`src/rtl/pipe_hazard_ctrl_pkg.sv`:
```
// Shared definitions for the pipeline hazard controller: stage indices,
// the per-stage control bundle and a small range helper for the decode.
package pipe_hazard_ctrl_pkg;

    localparam int NSTAGE_DEF = 8;

    // Pipeline register indices for the default in-order core.
    localparam int STG_F1 = 0;
    localparam int STG_F2 = 1;
    localparam int STG_D  = 2;
    localparam int STG_I  = 3;
    localparam int STG_E  = 4;
    localparam int STG_M  = 5;
    localparam int STG_M2 = 6;
    localparam int STG_W  = 7;

    // Control bundle driven onto the pipeline-register enables and clears.
    typedef struct packed {
        logic [NSTAGE_DEF-1:0] stall;
        logic [NSTAGE_DEF-1:0] flush;
        logic                  flush_que;
    } hazard_ctrl_t;

    // True when stage idx lies in the inclusive range [lo, hi].
    function automatic logic in_range(input int idx, input int lo, input int hi);
        return (idx >= lo) && (idx <= hi);
    endfunction

endpackage

```
`src/rtl/pipe_hazard_ctrl_if.sv`:
```
// Event/control bundle between the datapath (master) and the hazard
// controller (slave).
interface pipe_hazard_ctrl_if
    import pipe_hazard_ctrl_pkg::*;
#(
    parameter int NSTAGE = NSTAGE_DEF
) ();

    logic              excp_early;
    logic              excp_late;
    logic              branch_redirect;
    logic              d_wait;
    logic              e_wait;
    logic              q_full;
    logic              i_wait;
    logic              ifetch_fire;
    logic              iresp_valid;
    logic [NSTAGE-1:0] stall;
    logic [NSTAGE-1:0] flush;
    logic              flush_que;
    logic              drop_resp;
    logic              redirect_busy;

    modport master (
        output excp_early, excp_late, branch_redirect, d_wait, e_wait,
               q_full, i_wait, ifetch_fire, iresp_valid,
        input  stall, flush, flush_que, drop_resp, redirect_busy
    );

    modport slave (
        input  excp_early, excp_late, branch_redirect, d_wait, e_wait,
               q_full, i_wait, ifetch_fire, iresp_valid,
        output stall, flush, flush_que, drop_resp, redirect_busy
    );

endinterface

```
`src/rtl/pipe_hazard_ctrl_fetch_squash_ctr.sv`:
```
// Tracks outstanding I-fetch requests and, after a redirect, how many of
// them are stale and must have their responses discarded.
module fetch_squash_ctr
    import pipe_hazard_ctrl_pkg::*;
#(
    parameter int MAX_OUT = 4,
    parameter int CW      = $clog2(MAX_OUT + 1)
) (
    input  logic clk,
    input  logic reset,
    input  logic i_redirect,
    input  logic i_ifetch_fire,
    input  logic i_iresp_valid,
    output logic o_drop_resp,
    output logic o_redirect_busy
);

    localparam logic [CW-1:0] MAX_C = CW'(MAX_OUT);

    logic [CW-1:0] r_out_cnt;
    logic [CW-1:0] r_drop_cnt;
    logic [CW-1:0] w_out_cnt_next;
    logic [CW-1:0] w_drop_cnt_next;
    logic          w_drop_pending;

    assign w_out_cnt_next = r_out_cnt + CW'(i_ifetch_fire) - CW'(i_iresp_valid);
    assign w_drop_pending = (r_drop_cnt != '0);

    // A redirect marks everything in flight (including a fetch fired this
    // cycle) as stale; the load replaces any squash already in progress.
    always_comb begin
        w_drop_cnt_next = r_drop_cnt;
        if (i_redirect) begin
            w_drop_cnt_next = w_out_cnt_next;
        end else if (i_iresp_valid && w_drop_pending) begin
            w_drop_cnt_next = r_drop_cnt - CW'(1);
        end
    end

    // Counter state registers.
    always_ff @(posedge clk) begin
        if (reset) begin
            r_out_cnt  <= '0;
            r_drop_cnt <= '0;
        end else begin
            r_out_cnt  <= w_out_cnt_next;
            r_drop_cnt <= w_drop_cnt_next;
        end
    end

    assign o_drop_resp     = i_iresp_valid & (i_redirect | w_drop_pending);
    assign o_redirect_busy = w_drop_pending;

    a_out_cnt_overflow: assert property (@(posedge clk) disable iff (reset)
        !(i_ifetch_fire && !i_iresp_valid && (r_out_cnt == MAX_C)));
    a_out_cnt_underflow: assert property (@(posedge clk) disable iff (reset)
        !(i_iresp_valid && !i_ifetch_fire && (r_out_cnt == '0)));

endmodule

```
`src/rtl/pipe_hazard_ctrl.sv`:
```
// Pipeline hazard controller: prioritised stall/flush decode plus the
// stale-fetch squash counter. Outputs are combinational from events and state.
module pipe_hazard_ctrl
    import pipe_hazard_ctrl_pkg::*;
#(
    parameter int NSTAGE    = NSTAGE_DEF,
    parameter int QUE_STAGE = STG_I,
    parameter int EX_STAGE  = STG_E,
    parameter int BR_STAGE  = STG_M,
    parameter int MEM_STAGE = STG_M,
    parameter int MAX_OUT   = 4
) (
    input  logic              clk,
    input  logic              reset,
    pipe_hazard_ctrl_if.slave hz
);

    logic              w_excp;
    logic              w_redirect;
    logic              w_drop_resp;
    logic              w_redirect_busy;
    logic [NSTAGE-1:0] w_stall;
    logic [NSTAGE-1:0] w_flush;
    logic              w_flush_que;

    assign w_excp     = hz.excp_early | hz.excp_late;
    // A branch behind a D-cache wait is not taken until the wait clears.
    assign w_redirect = w_excp | (hz.branch_redirect & ~hz.d_wait);

    fetch_squash_ctr #(
        .MAX_OUT (MAX_OUT)
    ) u_squash (
        .clk             (clk),
        .reset           (reset),
        .i_redirect      (w_redirect),
        .i_ifetch_fire   (hz.ifetch_fire),
        .i_iresp_valid   (hz.iresp_valid),
        .o_drop_resp     (w_drop_resp),
        .o_redirect_busy (w_redirect_busy)
    );

    // Priority decode of hazard events into stall/flush range fills; a
    // dropped response additionally clears F2 and D.
    always_comb begin
        w_stall     = '0;
        w_flush     = '0;
        w_flush_que = 1'b0;
        if (w_excp) begin
            for (int s = 0; s < NSTAGE; s++) begin
                if (in_range(s, 1, MEM_STAGE)) w_flush[s] = 1'b1;
                if (hz.excp_late && in_range(s, MEM_STAGE + 1, NSTAGE - 1)) w_flush[s] = 1'b1;
            end
            w_flush_que = 1'b1;
            if (hz.i_wait) w_stall[STG_F1] = 1'b1;
        end else if (hz.d_wait) begin
            for (int s = 0; s < NSTAGE; s++) begin
                if (in_range(s, 0, MEM_STAGE)) w_stall[s] = 1'b1;
                if (s == MEM_STAGE + 1) w_flush[s] = 1'b1;
            end
        end else if (hz.branch_redirect) begin
            for (int s = 0; s < NSTAGE; s++) begin
                if (in_range(s, 1, BR_STAGE)) w_flush[s] = 1'b1;
            end
            w_flush_que = 1'b1;
            if (hz.i_wait) w_stall[STG_F1] = 1'b1;
        end else if (hz.e_wait) begin
            for (int s = 0; s < NSTAGE; s++) begin
                if (in_range(s, 0, EX_STAGE)) w_stall[s] = 1'b1;
                if (s == EX_STAGE + 1) w_flush[s] = 1'b1;
            end
        end else if (hz.q_full) begin
            for (int s = 0; s < NSTAGE; s++) begin
                if (in_range(s, 0, QUE_STAGE)) w_stall[s] = 1'b1;
            end
        end else if (hz.i_wait) begin
            w_stall[STG_F1] = 1'b1;
            w_flush[STG_F2] = 1'b1;
        end
        if (w_drop_resp) begin
            w_flush[STG_F2] = 1'b1;
            w_flush[STG_D]  = 1'b1;
        end
    end

    assign hz.stall         = w_stall;
    assign hz.flush         = w_flush;
    assign hz.flush_que     = w_flush_que;
    assign hz.drop_resp     = w_drop_resp;
    assign hz.redirect_busy = w_redirect_busy;

endmodule
```
`src/flat_wrapper.sv`:
```
// flat-port wrapper written by rule: the top's interface ports become plain ports
module pipe_hazard_ctrl_flat import pipe_hazard_ctrl_pkg::*;
#(
    parameter int NSTAGE    = NSTAGE_DEF,
    parameter int QUE_STAGE = STG_I,
    parameter int EX_STAGE  = STG_E,
    parameter int BR_STAGE  = STG_M,
    parameter int MEM_STAGE = STG_M,
    parameter int MAX_OUT   = 4
)
  (clk, reset, hz_excp_early, hz_excp_late, hz_branch_redirect, hz_d_wait, hz_e_wait, hz_q_full, hz_i_wait, hz_ifetch_fire, hz_iresp_valid, hz_stall, hz_flush, hz_flush_que, hz_drop_resp, hz_redirect_busy);
  pipe_hazard_ctrl_if #(.NSTAGE(NSTAGE)) hz_i ();
  input  logic clk;
  input  logic reset;
  input wire logic [$bits(hz_i.excp_early)-1:0] hz_excp_early;
  input wire logic [$bits(hz_i.excp_late)-1:0] hz_excp_late;
  input wire logic [$bits(hz_i.branch_redirect)-1:0] hz_branch_redirect;
  input wire logic [$bits(hz_i.d_wait)-1:0] hz_d_wait;
  input wire logic [$bits(hz_i.e_wait)-1:0] hz_e_wait;
  input wire logic [$bits(hz_i.q_full)-1:0] hz_q_full;
  input wire logic [$bits(hz_i.i_wait)-1:0] hz_i_wait;
  input wire logic [$bits(hz_i.ifetch_fire)-1:0] hz_ifetch_fire;
  input wire logic [$bits(hz_i.iresp_valid)-1:0] hz_iresp_valid;
  output wire logic [$bits(hz_i.stall)-1:0] hz_stall;
  output wire logic [$bits(hz_i.flush)-1:0] hz_flush;
  output wire logic [$bits(hz_i.flush_que)-1:0] hz_flush_que;
  output wire logic [$bits(hz_i.drop_resp)-1:0] hz_drop_resp;
  output wire logic [$bits(hz_i.redirect_busy)-1:0] hz_redirect_busy;
  assign hz_i.excp_early = hz_excp_early;
  assign hz_i.excp_late = hz_excp_late;
  assign hz_i.branch_redirect = hz_branch_redirect;
  assign hz_i.d_wait = hz_d_wait;
  assign hz_i.e_wait = hz_e_wait;
  assign hz_i.q_full = hz_q_full;
  assign hz_i.i_wait = hz_i_wait;
  assign hz_i.ifetch_fire = hz_ifetch_fire;
  assign hz_i.iresp_valid = hz_iresp_valid;
  assign hz_stall = hz_i.stall;
  assign hz_flush = hz_i.flush;
  assign hz_flush_que = hz_i.flush_que;
  assign hz_drop_resp = hz_i.drop_resp;
  assign hz_redirect_busy = hz_i.redirect_busy;
  pipe_hazard_ctrl #(.NSTAGE(NSTAGE), .QUE_STAGE(QUE_STAGE), .EX_STAGE(EX_STAGE), .BR_STAGE(BR_STAGE), .MEM_STAGE(MEM_STAGE), .MAX_OUT(MAX_OUT)) u_core (.clk(clk), .reset(reset), .hz(hz_i));
endmodule
```
`config.mk`:
```
export PLATFORM = sky130hd
export DESIGN_NAME = pipe_hazard_ctrl_flat
export DESIGN_NICKNAME = d
export VERILOG_FILES = /design/src/rtl/pipe_hazard_ctrl_pkg.sv /design/src/rtl/pipe_hazard_ctrl_if.sv /design/src/rtl/pipe_hazard_ctrl_fetch_squash_ctr.sv /design/src/rtl/pipe_hazard_ctrl.sv /design/src/flat_wrapper.sv
export SDC_FILE = /design/constraint.sdc
export NUM_CORES = 1
export LEC_CHECK = 0
export BUFFER_PORTS_ARGS = -buffer_cell sky130_fd_sc_hd__buf_2
export CORE_AREA = 3 3 40 42
export DETAILED_ROUTE_END_ITERATION = 16
export DIE_AREA = 0 0 43 45
export HOLD_SLACK_MARGIN = 0.15
export PLACE_DENSITY = 0.81
export SETUP_SLACK_MARGIN = 0.02
export SLEW_MARGIN = 10
export SYNTH_ARGS = -nofsm -noshare
export SYNTH_HDL_FRONTEND = slang
export SYNTH_SLANG_ARGS = --single-unit
```
`constraint.sdc`:
```
create_clock -name clk -period 2.5 [get_ports clk]
set_clock_uncertainty 0.15 [all_clocks]
set_input_delay 0.125 -clock clk [delete_from_list [all_inputs] [get_ports clk]]
set_output_delay 0.125 -clock clk [all_outputs]
set_load 0.02 [all_outputs]
```
======== After elaboration in Yosys (flattened, before gate mapping) ========
Index checks and enable logic that the tools add are counted.
W data, S select, Z words.
word-level totals
  register bits ........................... 6
  logic and storage cells ................. 40
  output and inout port bits .............. 19
operators by class
  add/sub/neg operators ................... 3
  muxes and demuxes ....................... 26
  reductions and logical operators ........ 3
  bitwise logic cells ..................... 6
operator list
  operator               count
  $mux W1                15
  $mux W5                3
  $mux W3                4
  $mux W4                2
  $mux W6                1
  $add A3 B1 Y3          1
  $or A1 B1 Y1           3
  $reduce_bool A3 Y1     1
  $sub A3 B1 Y3          1
  $sub A3 B1 Y3 const B  1
  $and A1 B1 Y1          2
  $mux W2                1
  $reduce_bool A2 Y1     1
  $logic_and A1 B1 Y1    1
  $not A1 Y1             1

======== Depth between registers and ports, before layout ========
Gate-level depths: netlist of the first run.
  word-level depth ........................ 7
  gate-level depth with buffers ........... 8
  mapped depth without buffers ............ 8

======== Hierarchy ========
Synthesis of the first run repeated with hierarchy kept, for this count alone.
unflattened totals
  cells, all modules ...................... 57
  area, all modules ....................... 499.2 µm²
modules (own cells, without submodules)
  module            cells each  area each (µm²)  times used
  fetch_squash_ctr  36          367.9            1
  pipe_hazard_ctrl  21          131.4            1

======== Worst setup path after synthesis of the first run ========
OpenSTA, ideal clock, no wires.
  path type ............................... register -> output
  start ................................... register u_core.u_squash.r_drop_cnt[0]
  end ..................................... output hz_flush[1]
  path slack .............................. 407 ps
  data required time ...................... 2225 ps
  cell stages (with the launch flop) ...... 7
  data arrival time ....................... 1818 ps
  cells stage by stage .................... dfxtp_1 inv_1 ha_1 nand2b_1 nand2_1 a21boi_0 o21bai_1
on the way
  word-level cells in the longest chain between the ends .. 4
RTL lines
  item                      RTL line                                 text
  start: declaration        pipe_hazard_ctrl_fetch_squash_ctr.sv:21  logic [CW-1:0] r_drop_cnt;
  start signal: assignment  pipe_hazard_ctrl_fetch_squash_ctr.sv:47  r_drop_cnt <= w_drop_cnt_next;
  $reduce_bool A3 Y1        pipe_hazard_ctrl_fetch_squash_ctr.sv:27  assign w_drop_pending = (r_drop_cnt != '0);
  net hz_redirect_busy      flat_wrapper.sv:28                       output wire logic [$bits(hz_i.redirect_busy)-1:0] hz_redirect_busy;
  $or A1 B1 Y1              pipe_hazard_ctrl_fetch_squash_ctr.sv:51  assign o_drop_resp = i_iresp_valid & (i_redirect | w_drop_pending);
  $and A1 B1 Y1             pipe_hazard_ctrl_fetch_squash_ctr.sv:51
  net hz_drop_resp          flat_wrapper.sv:27                       output wire logic [$bits(hz_i.drop_resp)-1:0] hz_drop_resp;
  $mux W2                   pipe_hazard_ctrl.sv:79                   if (w_drop_resp) begin
  end: declaration          flat_wrapper.sv:25                       output wire logic [$bits(hz_i.flush)-1:0] hz_flush;
The timed path passes the listed nets, and every way through them passes these cells.

======== Worst setup path after layout of the first run ========
  start ................................... register u_core.u_squash.r_drop_cnt[1]
  end ..................................... output hz_flush[1]
on the way
  word-level cells in the longest chain between the ends .. 4
RTL lines
  item                RTL line
  $reduce_bool A3 Y1  pipe_hazard_ctrl_fetch_squash_ctr.sv:27
  $or A1 B1 Y1        pipe_hazard_ctrl_fetch_squash_ctr.sv:51
  $and A1 B1 Y1       pipe_hazard_ctrl_fetch_squash_ctr.sv:51
  $mux W2             pipe_hazard_ctrl.sv:79
No other way between the ends.

==> flow_summary.toml, run 1 <==
[outcome]
outcome = "finished, final reports clean"

[power]
leakagePower_nw = 0.331
p_total_mw = 0.452
powerDensity_nw_per_um2 = 693
peakVddDrop_mv = 0.327

[sta]
finalSetupViolCount = 0
layout_setup_ws_ps = 511
clock.fmax_mhz = 503
finalHoldViolCount = 0
tns_ps = 0
drv_slew = 0
fin_crit_sh = 0.796
rsz0062_at_grt = "no"
fin_crit_ps = 1990
whs_ps = 157

[global_routing]
grt_first_pass_wirelength_um = 1720
overflow = 0
grt_pass1_vias = 420
grt_max_degree = 8
antenna_found_initial = 0
grtUsageTotal = 0.114

[yosys]
synth_xor_area_frac = 0.0520
synth-seq-cells = 6
postSynthCellCount = 62
synth-simple-area-share = 0.166
syn_area_per_cell_um2 = 8.15
synth.distinct_cells = 28
syn_area_um2 = 505
synth_fa_ha_area_frac = 0.139
seq_area_frac_synth = 0.238
ys_warn_count = 0
synthMuxAreaShare = 0
synth_compound_area_frac = 0.208
synth_top_family_by_area = "compound AO/OA/AOI/OAI gates"

[clock_tree]
clk_path_buf_depth = 2
cts_setup_buffers = 0
clk_pin_slew_ps = 40
htreeDepth = 1
cts.sinks = 6
cts-buffers-inserted = 3
cts_root_buf = "clkbuf_4"
insertion_delay_ps = 240
cts_resized = 0
cts_tree = "built"

[detailed_routing]
vias = 475
drc_errors = 0
via_per_inst = 4.61
wl_um = 1130
first_pass_iters = 4
drt_iter0_drc = 5
wire_per_inst_um = 11.0
drtAntennaViolNets = 0

[floorplanning]
initial_utilization = 0.393
fp.coreArea_um2 = 1280
die_h_um = 45
die_area_um2 = 1940
die_w_um = 43
num_rows = 13
ios = 30

[critical_path]
crit_path_start_kind = "flip-flop"
critPathCaptureType = "output port"
worstPathCellList = "inv_1 > ha_1 > nand2b_1 > nand2_1 > a21boi_0 > o21bai_1 > buf_2"
cp.arrival_ps = 1710
critical_path.max_fanout = 4
critical_path_class = "reg2out"
required_ps = 2230
reg2reg_depth = 8
critPathSlowestCell = "dfxtp_1"
max_stage_delay_ps = 340

[run]
drv_cap = 0

[layout]
multi_input_area_um2 = 297
seq_area_um2 = 120
final_cell_mix = "26 x buf_2, 8 x inv_1, 6 x dfxtp_1"
diodes = 0
fillers = 119
layout_commonest_cell = "buf_2"
final_cell_count_no_fill = 103
postLayoutCoreUtil = 0.507
syn_to_final_growth_pct = 29.0
nNetsFinal = 106
post_route_cells_drive_above_1_share = 0.386
postLayoutCellArea_um2 = 652

[place]
dp.cells = 97
io_buffers = 26
gp_congestion = 0.826
preCtsSetupSlack_ps = 634
dp_hpwl_um = 864
post_dp_cell_area_um2 = 599

[min_path]
hp-class = "in2reg"
min_path_cells = 3
## Yosys cell counts
library cell	number	area (um^2)
inv_1	8	30.0
buf_4	7	52.6
dfxtp_1	6	120
nor2_1	5	18.8
ha_1	4	50.1
a211oi_1	3	22.5
nand2_1	3	11.3
nor3_1	3	15.0
a21oi_1	2	10.0
o21bai_1	2	15.0
xnor2_1	2	17.5
a21boi_0	1	7.51
a21boi_4	1	18.8
a21oi_2	1	8.76
a311o_1	1	10.0
conb_1	1	3.75
dlygate4sd3_1	1	10.0
fa_1	1	20.0
inv_2	1	3.75
nand2b_1	1	6.26
nor2_2	1	6.26
nor2b_1	1	6.26
nor4_1	1	6.26
o21a_1	1	7.51
o21ai_0	1	5.00
or2_2	1	6.26
or2b_1	1	7.51
xor2_1	1	8.76
## report_power, final
group          switching [mW]  leakage (nW)  internal [mW]
clock                  0.0356        0.0138         0.0543
sequential             0.0182        0.0500          0.126
combinational           0.124         0.267         0.0928
## kinds of logic (layout without fill, tap and decap cells)
kind of cell,after synthesis,in the layout
AND/OR/NAND/NOR,17,17
flip-flops,6,6
adder cells (fa/ha/maj),5,5
XOR/XNOR,3,3
other,1,3
buffers and inverters,17,41
AO/OA/AOI/OAI,13,13
## final timing paths
path,startpoint,end,slack (ps)
setup / recovery,u_core.u_squash.r_drop_cnt[1]$_SDFFE_PP0P_,hz_flush[1],510
hold / removal,hz_iresp_valid,u_core.u_squash.r_drop_cnt[1]$_SDFFE_PP0P_,160
setup reg to reg,u_core.u_squash.r_out_cnt[0]$_SDFF_PP0_,u_core.u_squash.r_drop_cnt[1]$_SDFFE_PP0P_,640
hold reg to reg,u_core.u_squash.r_drop_cnt[0]$_SDFFE_PP0P_,u_core.u_squash.r_drop_cnt[0]$_SDFFE_PP0P_,490
## critical path, delay by kind of cell, from the launching register on
kind	cells	cell delay (ps)
AO/OA/AOI/OAI	2	440
adder cells (fa/ha/maj)	1	200
flip-flops	1	340
buffers and inverters	2	240
AND/OR/NAND/NOR	2	250
## routing by layer
metal | routed length (um) | up-vias | track usage
li1 | - | 245 | -
met1 | 481 | 214 | 0.133
met2 | 583 | 16 | 0.219
met3 | 64 | 0 | 0.0359
met4 | 0 | 0 | 0
met5 | 0 | - | 0
## what timing repair did
action / 4_1_cts / 5_1_grt
setup endpoints to repair: 0 / 0
hold buffers: 3 / 0
endpoints found under the hold margin: 6 / 0
## sequential cells by signal, indices dropped and copies added, names as in the netlist
name	cells
u_core.u_squash.r_drop_cnt	3
u_core.u_squash.r_out_cnt	3
## cell type report
type	count	share of cell area
Timing Repair Buffer	29	0.246
Clock buffer	3	0.0345
Multi-Input combinational cell	41	0.455
Tap cell	15	0.0288
Inverter	9	0.0518
Sequential cell	6	0.184
Note: power is estimated with default switching activity, not from simulation.
==> run 2, diff against run 1 <==
- ABC_AREA: unset -> 1
- CORE_AREA: 3 3 40 42 -> unset
- CORE_MARGIN: unset -> 3
- CORE_UTILIZATION: unset -> 42
- DIE_AREA: 0 0 43 45 -> unset
- PLACE_DENSITY: 0.81 -> 0.86
- clock period: 2.5 -> 2 ns (I/O delays scaled with it)
==> flow_summary.toml, run 2 <==
[outcome]
outcome = "finished, final reports clean"

[detailed_routing]
highest_layer = "met4"
vias = 552
via_per_inst = 4.60
wl_met3_um = 90
wl_um = 1220
drtAntennaViolNets = 0
drt_iter0_drc = 5
drc_errors = 0
drt-met1-wl_um = 462
dr_wl_met2_um = 634
first_pass_iters = 2
wire_per_inst_um = 10.1

[yosys]
yosys-top-cells-count = "19 x inv_1, 13 x nand2_1, 7 x buf_4"
yosysMostFrequentCell = "inv_1"
synthTopCellsByArea = "dfxtp_1 21%, inv_1 13%, buf_4 9.4%"
syn_area_per_cell_um2 = 6.99
yosysTopAreaCell = "dfxtp_1"
synthMuxAreaShare = 0
syn_area_um2 = 559
synth_xor_area_frac = 0.0157
synth.distinct_cells = 23
postSynthCellCount = 80
synth_compound_area_frac = 0.192
ys_warn_count = 0
synth-simple-area-share = 0.210
synth_ff_type = "dfxtp_1"
synth_top_cell_area_share = 0.215
seq_area_frac_synth = 0.215
synth-seq-cells = 6
async_flop_share = 0
synth_fa_ha_area_frac = 0.125
synth_edf_count = 0
synth_top_family_by_area = "buffers and inverters"

[critical_path]
path_delay_family = "adder cells"
cp.arrival_ps = 1870
required_ps = 2050
critPathCaptureType = "flip-flop"
worst_path_most_repeated_cell = "inv_1"
critPathBufInv = 4
worstPathCellList = "inv_1 > ha_1 > inv_1 > ha_1 > inv_1 > fa_1 > a21oi_1 > nand2_1 > inv_1"
crit_path_start_kind = "flip-flop"
critPathSlowestCell = "fa_1"
max_stage_delay_ps = 440
critical_path_class = "reg2reg"
critical_path.max_fanout = 2

[sta]
clock.fmax_mhz = 551
fin_crit_ps = 1810
finalHoldViolCount = 0
fin_crit_sh = 0.907
rsz0062_at_grt = "no"
tns_ps = 0
drv_slew = 0
finalSetupViolCount = 0

[clock_tree]
cts_root_buf = "clkbuf_4"
hold_buffers = 3
clk_path_buf_depth = 2
htreeDepth = 1
cts.sinks = 6
cts_tree = "built"
insertion_delay_ps = 250
cts_resized = 0
clk_pin_slew_ps = 40
cts-buffers-inserted = 3
cts_setup_buffers = 0

[layout]
multi_input_area_um2 = 315
seq_area_um2 = 120
final_cell_mix = "26 x buf_2, 19 x inv_1, 13 x nand2_1"
post_route_cells_drive_above_1_share = 0.377
fillers = 113
final_cell_count_no_fill = 120
layout_commonest_cell = "buf_2"
postLayoutCellArea_um2 = 711
top_regs = "u_core.u_squash.r_drop_cnt (3), u_core.u_squash.r_out_cnt (3)"
diodes = 0
syn_to_final_growth_pct = 27.1
nNetsFinal = 124

[floorplanning]
die_h_um = 42.5
die_area_um2 = 1810
fp.coreArea_um2 = 1170
initial_utilization = 0.478
die_w_um = 42.5
ios = 30
num_rows = 12

[global_routing]
antenna_found_initial = 0
grt_first_pass_wirelength_um = 2010
grt_pass1_vias = 505
grtUsageTotal = 0.155
overflow = 0
grt_max_degree = 9

[min_path]
hp-class = "in2reg"

[place]
io_buffers = 26
gp_congestion = 0.774
post_dp_cell_area_um2 = 658
dp.cells = 114
dp_hpwl_um = 997

[power]
leakagePower_nw = 0.409
powerDensity_nw_per_um2 = 815
peakVddDrop_mv = 0.458

[run]
drv_cap = 0
-- run 2: cell types whose count changed after synthesis, moves of 2 or more --
cell	delta
a211oi_1	-3
a21oi_1	+2
inv_1	+11
nand2_1	+10
nand2_2	+2
nand3_1	+2
nor2_1	-2
nor3_1	-3
o21ai_0	+5
xnor2_1	-2
-- run 2: stage by stage --
| stage | worst slack, ps | utilization | hold WS [ps] | power, mW |
|---|---|---|---|---|
| after floorplan | 294 | - | 12.4 | 0.391 |
| after detailed placement | 208 | 0.562 | 195 | 0.456 |
| after global placement | 250 | 0.562 | 184 | 0.438 |
| final | 186 | 0.607 | 151 | 0.579 |
| after global routing | 94.8 | 0.607 | 166 | 0.629 |
| after CTS | 156 | 0.607 | 157 | 0.582 |
-- run 2: kinds of logic (layout without fill, tap and decap cells) --
group                      after synthesis  count (layout)
AOI/OAI and AO/OA                       15              15
DFF                                      6               6
xor gates and xnor gates                 1               1
adders and majority gates                5               5
and+or+nand+nor                         24              24
buffers and inverters                   28              52
other                                    1               3
-- run 2: worst register-to-register path, stage by stage, from the launching register on --
cell and delay, ps:
dfxtp_1 300, inv_1 30, ha_1 260, inv_1 40, ha_1 160, inv_1 60
fa_1 440, a21oi_1 200, nand2_1 80, inv_1 50
-- run 2: cell type report --
| cell class | count | share of cell area |
|---|---|---|
| Multi-Input combinational cell | 48 | 0.444 |
| Clock buffer | 3 | 0.0317 |
| Sequential cell | 6 | 0.169 |
| Tap cell | 14 | 0.0246 |
| Inverter | 20 | 0.106 |
| Timing Repair Buffer | 29 | 0.225 |
-- run 2: routing by layer --
metal / up-vias / GRT usage
li1: 285 / -
met1: 248 / 0.141
met2: 15 / 0.264
met3: 4 / 0.0815
met4: 0 / 0.0994
met5: - / 0
-- run 2: final timing paths --
check	slack (ps)	to	startpoint	depth (start not counted)
max reg2reg	190	u_core.u_squash.r_drop_cnt[1]$_SDFFE_PP0P_	u_core.u_squash.r_out_cnt[0]$_SDFF_PP0_	9
min reg2reg	350	u_core.u_squash.r_drop_cnt[2]$_SDFFE_PP0P_	u_core.u_squash.r_drop_cnt[2]$_SDFFE_PP0P_	2
max	190	u_core.u_squash.r_drop_cnt[1]$_SDFFE_PP0P_	u_core.u_squash.r_out_cnt[0]$_SDFF_PP0_	9
min	150	u_core.u_squash.r_drop_cnt[2]$_SDFFE_PP0P_	hz_excp_early	6
-- run 2: power breakdown --
| group | total, mW | leakage (nW) | switching, mW | internal, mW |
|---|---|---|---|---|
| clock | 0.117 | 0.0138 | 0.0485 | 0.0682 |
| sequential | 0.174 | 0.0500 | 0.0227 | 0.151 |
| combinational | 0.289 | 0.345 | 0.181 | 0.108 |
